==> src/rtl/univ_shift_pkg.sv <==
// ============================================================================
// Module : univ_shift_pkg
// Brief  : Mode encodings and counter-width helper for univ_shift_reg.
// Rev    : 1.0
// ============================================================================
`default_nettype none

package univ_shift_pkg;

  localparam logic [1:0] MODE_HOLD = 2'b00;
  localparam logic [1:0] MODE_SHR  = 2'b01;
  localparam logic [1:0] MODE_SHL  = 2'b10;
  localparam logic [1:0] MODE_LOAD = 2'b11;

  // Enough bits to hold every count from 0 up to and including width.
  function automatic int cnt_w(input int width);
    return $clog2(width + 1);
  endfunction

endpackage

`default_nettype wire

==> src/rtl/shift_sat_cnt.sv <==
// ============================================================================
// Module : shift_sat_cnt
// Brief  : Saturating up-counter with synchronous clear and clock enable.
// Rev    : 1.0
// ============================================================================
`default_nettype none

module shift_sat_cnt #(
  parameter int MAX = 4,
  parameter int W   = 3
) (
  input  logic         clk,
  input  logic         rst_n,
  input  logic         i_en,
  input  logic         i_clr,
  input  logic         i_inc,
  output logic [W-1:0] o_cnt
);

  localparam logic [W-1:0] c_MAX = W'(MAX);

  logic [W-1:0] r_cnt;

  // Clear has priority over increment; the count parks at MAX.
  always_ff @(posedge clk or negedge rst_n) begin
    if (!rst_n) begin
      r_cnt <= '0;
    end else if (i_en) begin
      if (i_clr) begin
        r_cnt <= '0;
      end else if (i_inc && (r_cnt != c_MAX)) begin
        r_cnt <= r_cnt + 1'b1;
      end
    end
  end

  assign o_cnt = r_cnt;

endmodule

`default_nettype wire

==> src/rtl/univ_shift_reg.sv <==
// ============================================================================
// Module : univ_shift_reg
// Brief  : WIDTH-bit universal shift register (hold/shr/shl/load) with shift
//          counter; define UNIV_SHIFT_ROTATE_EN to add the rot input.
// Rev    : 1.0
// ============================================================================
`default_nettype none

module univ_shift_reg
  import univ_shift_pkg::*;
#(
  parameter  int WIDTH = 4,
  localparam int CNT_W = cnt_w(WIDTH)
) (
  input  logic             clk,
  input  logic             rst_n,
`ifdef UNIV_SHIFT_ROTATE_EN
  input  logic             rot,
`endif
  input  logic             en,
  input  logic [1:0]       mode,
  input  logic [WIDTH-1:0] ins,
  input  logic             sin_r,
  input  logic             sin_l,
  output logic [WIDTH-1:0] outs,
  output logic             sout_r,
  output logic             sout_l,
  output logic [CNT_W-1:0] shift_cnt,
  output logic             drained
);

  logic [WIDTH-1:0] r_data;
  logic [WIDTH-1:0] w_next;
  logic             w_shr_in;
  logic             w_shl_in;
  logic             w_is_shift;
  logic             w_is_load;

`ifdef UNIV_SHIFT_ROTATE_EN
  assign w_shr_in = rot ? r_data[0]       : sin_r;
  assign w_shl_in = rot ? r_data[WIDTH-1] : sin_l;
`else
  assign w_shr_in = sin_r;
  assign w_shl_in = sin_l;
`endif

  always_comb begin
    w_next = r_data;
    unique case (mode)
      MODE_SHR:  w_next = {w_shr_in, r_data[WIDTH-1:1]};
      MODE_SHL:  w_next = {r_data[WIDTH-2:0], w_shl_in};
      MODE_LOAD: w_next = ins;
      default:   w_next = r_data;
    endcase
  end

  always_ff @(posedge clk or negedge rst_n) begin
    if (!rst_n) begin
      r_data <= '0;
    end else if (en) begin
      r_data <= w_next;
    end
  end

  assign w_is_shift = (mode == MODE_SHR) || (mode == MODE_SHL);
  assign w_is_load  = (mode == MODE_LOAD);

  shift_sat_cnt #(
    .MAX (WIDTH),
    .W   (CNT_W)
  ) u_cnt (
    .clk   (clk),
    .rst_n (rst_n),
    .i_en  (en),
    .i_clr (w_is_load),
    .i_inc (w_is_shift),
    .o_cnt (shift_cnt)
  );

  assign outs    = r_data;
  assign sout_r  = r_data[0];
  assign sout_l  = r_data[WIDTH-1];
  assign drained = (shift_cnt == CNT_W'(WIDTH));

endmodule

`default_nettype wire

==> config.mk <==
export PLATFORM = sky130hd
export DESIGN_NAME = univ_shift_reg
export DESIGN_NICKNAME = d
export VERILOG_FILES = /design/src/rtl/univ_shift_pkg.sv /design/src/rtl/shift_sat_cnt.sv /design/src/rtl/univ_shift_reg.sv
export SDC_FILE = /design/constraint.sdc
export NUM_CORES = 1
export LEC_CHECK = 0
export ABC_AREA = 1
export CAP_MARGIN = 20
export CORE_AREA = 2 2 39 41
export CTS_CLUSTER_SIZE = 25
export DETAILED_ROUTE_END_ITERATION = 10
export DIE_AREA = 0 0 41 43
export PLACE_DENSITY = 0.75
export SLEW_MARGIN = 20
export SYNTH_ARGS = -nofsm -noshare
export SYNTH_HDL_FRONTEND = slang
export SYNTH_SLANG_ARGS = --single-unit
export TNS_END_PERCENT = 50
==> constraint.sdc <==
create_clock -name clk -period 3.2 [get_ports clk]
set_clock_uncertainty 0.2 [all_clocks]
set_input_delay 0.64 -clock clk [delete_from_list [all_inputs] [get_ports clk]]
set_output_delay 0.64 -clock clk [all_outputs]
set_load 0.03 [all_outputs]
==> results.sh, run 1 <==
export IMPL_status="completed"
export IMPL_antenna_found_initial=0
export IMPL_syn_area_um2=500.5
export IMPL_synth_area_leaders="dfrtp_1 (35%), nand2_1 (25%), ha_1 (13%)"
export IMPL_yosys_area_top_type="dfrtp_1"
export IMPL_cpMaxStageDelayCell="clkdlybuf4s50_1"
export IMPL_dpl_instance_area_um2=705.7
export IMPL_cp_num_buf_inv=3
export IMPL_setup_viol=0
export IMPL_row_count=14
export IMPL_irDropWorstVdd_mv=0.3047
export IMPL_hold_viol_final=0
export IMPL_pre_cts_slack_ns=0.9641
export IMPL_die_h_um=43
export IMPL_syn_to_final_growth_pct=46.25
export IMPL_io_pins=21
export IMPL_drtPass1Iterations=4
export IMPL_root_buffer="clkbuf_4"
export IMPL_grt_max_degree=8
export IMPL_cp_arrival_ns=1.65
export IMPL_period_needed_ns=2.494
export IMPL_crit_path_max_fanout=4
export IMPL_syn_inst=71
export IMPL_num_vias=486
export IMPL_synth_distinct_cells=14
export IMPL_multi_input_area_um2=272.8
export IMPL_seq_area_frac_synth_pct=35.00
export IMPL_max_cap_violations=0
export IMPL_tightest_slew_ns=0.3113
export IMPL_fmax_ghz=0.4010
export IMPL_antennaDiodeCount=0
export IMPL_wl_per_cell_um=8.642
export IMPL_crit_family="buffers and inverters"
export IMPL_setup_tns_ns=0
export IMPL_clockBufferDepth=2
export IMPL_cpMostUsedCell="inv_1"
export IMPL_cts_repair_resized=0
export IMPL_drc=0
export IMPL_post_route_period_util_pct=77.94
export IMPL_viasPerCell=4.459
export IMPL_start_util_pct=36.17
export IMPL_first_global_vias=361
export IMPL_htreeDepth=1
export IMPL_hold_class="register to register"
export IMPL_worst_setup_path_start_kind="register"
export IMPL_critPathKind="register to primary output"
export IMPL_io_buffers=20
export IMPL_critPathMaxStageDelay_ns=0.65
export IMPL_power_leakage_nw=0.3867
export IMPL_cts_sinks=7
export IMPL_end_kind="primary output"
export IMPL_fin_area_um2=732.0
export IMPL_power_density_nw_per_um2=606.7
export IMPL_reg2reg_from="u_cnt.o_cnt[0]"
export IMPL_startpoint="u_cnt.o_cnt[0]"
export IMPL_ctsHoldBuffers=0
export IMPL_synth_nets=87
export IMPL_drt_iter0_markers=11
export IMPL_r2r_cells=8
export IMPL_r2r_end="u_cnt.o_cnt[2]"
export IMPL_rsz0062_at_grt="false"
export IMPL_die_area_um2=1763
export IMPL_slew_headroom_pct=79.18
export IMPL_crit_end="drained"
export IMPL_gp_congestion=0.6916
export IMPL_fin_util_pct=52.89
export IMPL_clkTransAtPathRegs_ns=0.05
export IMPL_yosysTopAreaCellShare_pct=35.00
export IMPL_track_usage_pct=12.92
export IMPL_cp_depth=5
export IMPL_dieWidth_um=41
export IMPL_grt_pass1_wl_mm=1.490
export IMPL_dp_hpwl_um=785.7
export IMPL_numCtsBuffers=3
export IMPL_cp_required_ns=2.36
export IMPL_avgSynthCellArea_um2=7.049
export IMPL_seq_area_um2=175.2
export IMPL_path_cells="inv_1 -> ha_1 -> nand2_1 -> inv_1 -> clkdlybuf4s50_1"
export IMPL_r2r_slack_ns=1.84
export IMPL_ant_nets=0
export IMPL_postCtsSetupBuffers=0
export IMPL_slew_violations=0
export IMPL_cts_tree="done"
export IMPL_synth_warnings=0
export IMPL_num_fill_cells=141
export IMPL_drive_gt1_share_pct=12.90
export IMPL_clock_latency_ns=0.24
export IMPL_wl_um=942
export IMPL_coreArea_um2=1384
export IMPL_synth_seq_cells=7
export IMPL_grt_overflow=0
export IMPL_final_nets=110
export IMPL_setup_ws_ns=0.7061
-- synth_stat cells, drive strengths merged --
library cell,instances
nand2,36
ha,5
nor2,3
dfrtp,7
buf,2
a21oi,1
nand3,4
nand4,2
inv,10
o21ai,1
-- metal layers --
layer	global-route usage [%]	part of all wire, %	vias up
met5	0	0	-
met4	12.00	1.3	0
met3	3.141	4.5	2
met2	15.00	44	11
met1	18.46	50	212
li1	-	-	261
-- stage by stage --
step	cells	hold WS, ns	power [W]
2_1_floorplan	71	0.1444	0.0002810
3_3_place_gp	105	0.3184	0.0003705
3_5_place_dp	105	0.3300	0.0003719
4_1_cts	109	0.3405	0.0004532
5_1_grt	109	0.3618	0.0004827
6_report	109	0.3393	0.0004441
-- kinds of logic (layout without fill, tap and decap cells) --
logic type               after synthesis  after routing  share of synthesized area [%]
AO/OA/AOI/OAI                          2              2                          2.749
adder cells (fa/ha/maj)                5              5                          12.50
buffers and inverters                 12             34                          10.50
flip-flops                             7              7                          35.00
AND/OR/NAND/NOR                       45             45                          39.25
-- where the power goes --
part           internal [W]  total [W]  switching (W)
sequential         0.000113   0.000139      0.0000259
clock             0.0000473  0.0000757      0.0000284
combinational     0.0000973   0.000229       0.000132
-- cell usage in the layout (no fill, tap or decap) --
master / count
nand2_1: 33
clkdlybuf4s50_1: 20
inv_1: 7
dfrtp_1: 7
ha_1: 5
nand3_1: 4
nand2_2: 3
inv_2: 3
clkbuf_4: 3
nand4_1: 2
nor2_2: 1
nor2_4: 1
a21oi_2: 1
o21ai_0: 1
nor2_1: 1
clkbuf_1: 1
-- state kept, by name, summed over array words and instances (netlist names) --
register and cells:
outs 4, u_cnt.o_cnt 3
-- area by class of cell --
class,instances,area share (%)
Multi-Input combinational cell,52,37.27
Timing Repair Buffer,20,27.35
Sequential cell,7,23.93
Inverter,10,5.128
Clock buffer,4,3.590
Tap cell,16,2.735
-- worst min path at each step --
stage / startpoint / end / slack [ns] / depth (start not counted)
2_1_floorplan: rst_n / outs[0] / 0.14 / 0
3_3_place_gp: u_cnt.o_cnt[0] / u_cnt.o_cnt[0] / 0.32 / 2
3_5_place_dp: outs[2] / outs[2] / 0.33 / 2
4_1_cts: outs[2] / outs[2] / 0.34 / 2
5_1_grt: outs[3] / outs[3] / 0.36 / 2
6_report: outs[0] / outs[0] / 0.34 / 2
-- worst reg2reg max path, stage by stage, from the launching register on --
cell,delay (ns)
dfrtp_1,0.38
inv_1,0.07
ha_1,0.19
nand2_1,0.08
nand2_2,0.08
nand2_2,0.06
nand2_2,0.06
nand2_1,0.07
nand2_1,0.05
Note: power is estimated with default switching activity, not from simulation.
==> inputs of run 2 (changes only) <==
==> constraint.sdc (replaced) <==
create_clock -name clk -period 2.52 [get_ports clk]
set_clock_uncertainty 0.2 [all_clocks]
set_input_delay 0.504 -clock clk [delete_from_list [all_inputs] [get_ports clk]]
set_output_delay 0.504 -clock clk [all_outputs]
set_load 0.03 [all_outputs]
==> results of run 2 <==
The final DEF is identical to that of run 1. Status: completed.
Among the figures that moved: setup slack after placement 0.9641 ns -> 0.4201 ns; setup slack after layout 0.7061 ns -> 0.1621 ns; hold slack 0.3393 ns -> 0.3086 ns; register-to-register setup slack 1.84 ns -> 1.16 ns; total power 0.0004441 W -> 0.0005639 W; worst IR drop on VDD 0.3047 mV -> 0.3869 mV
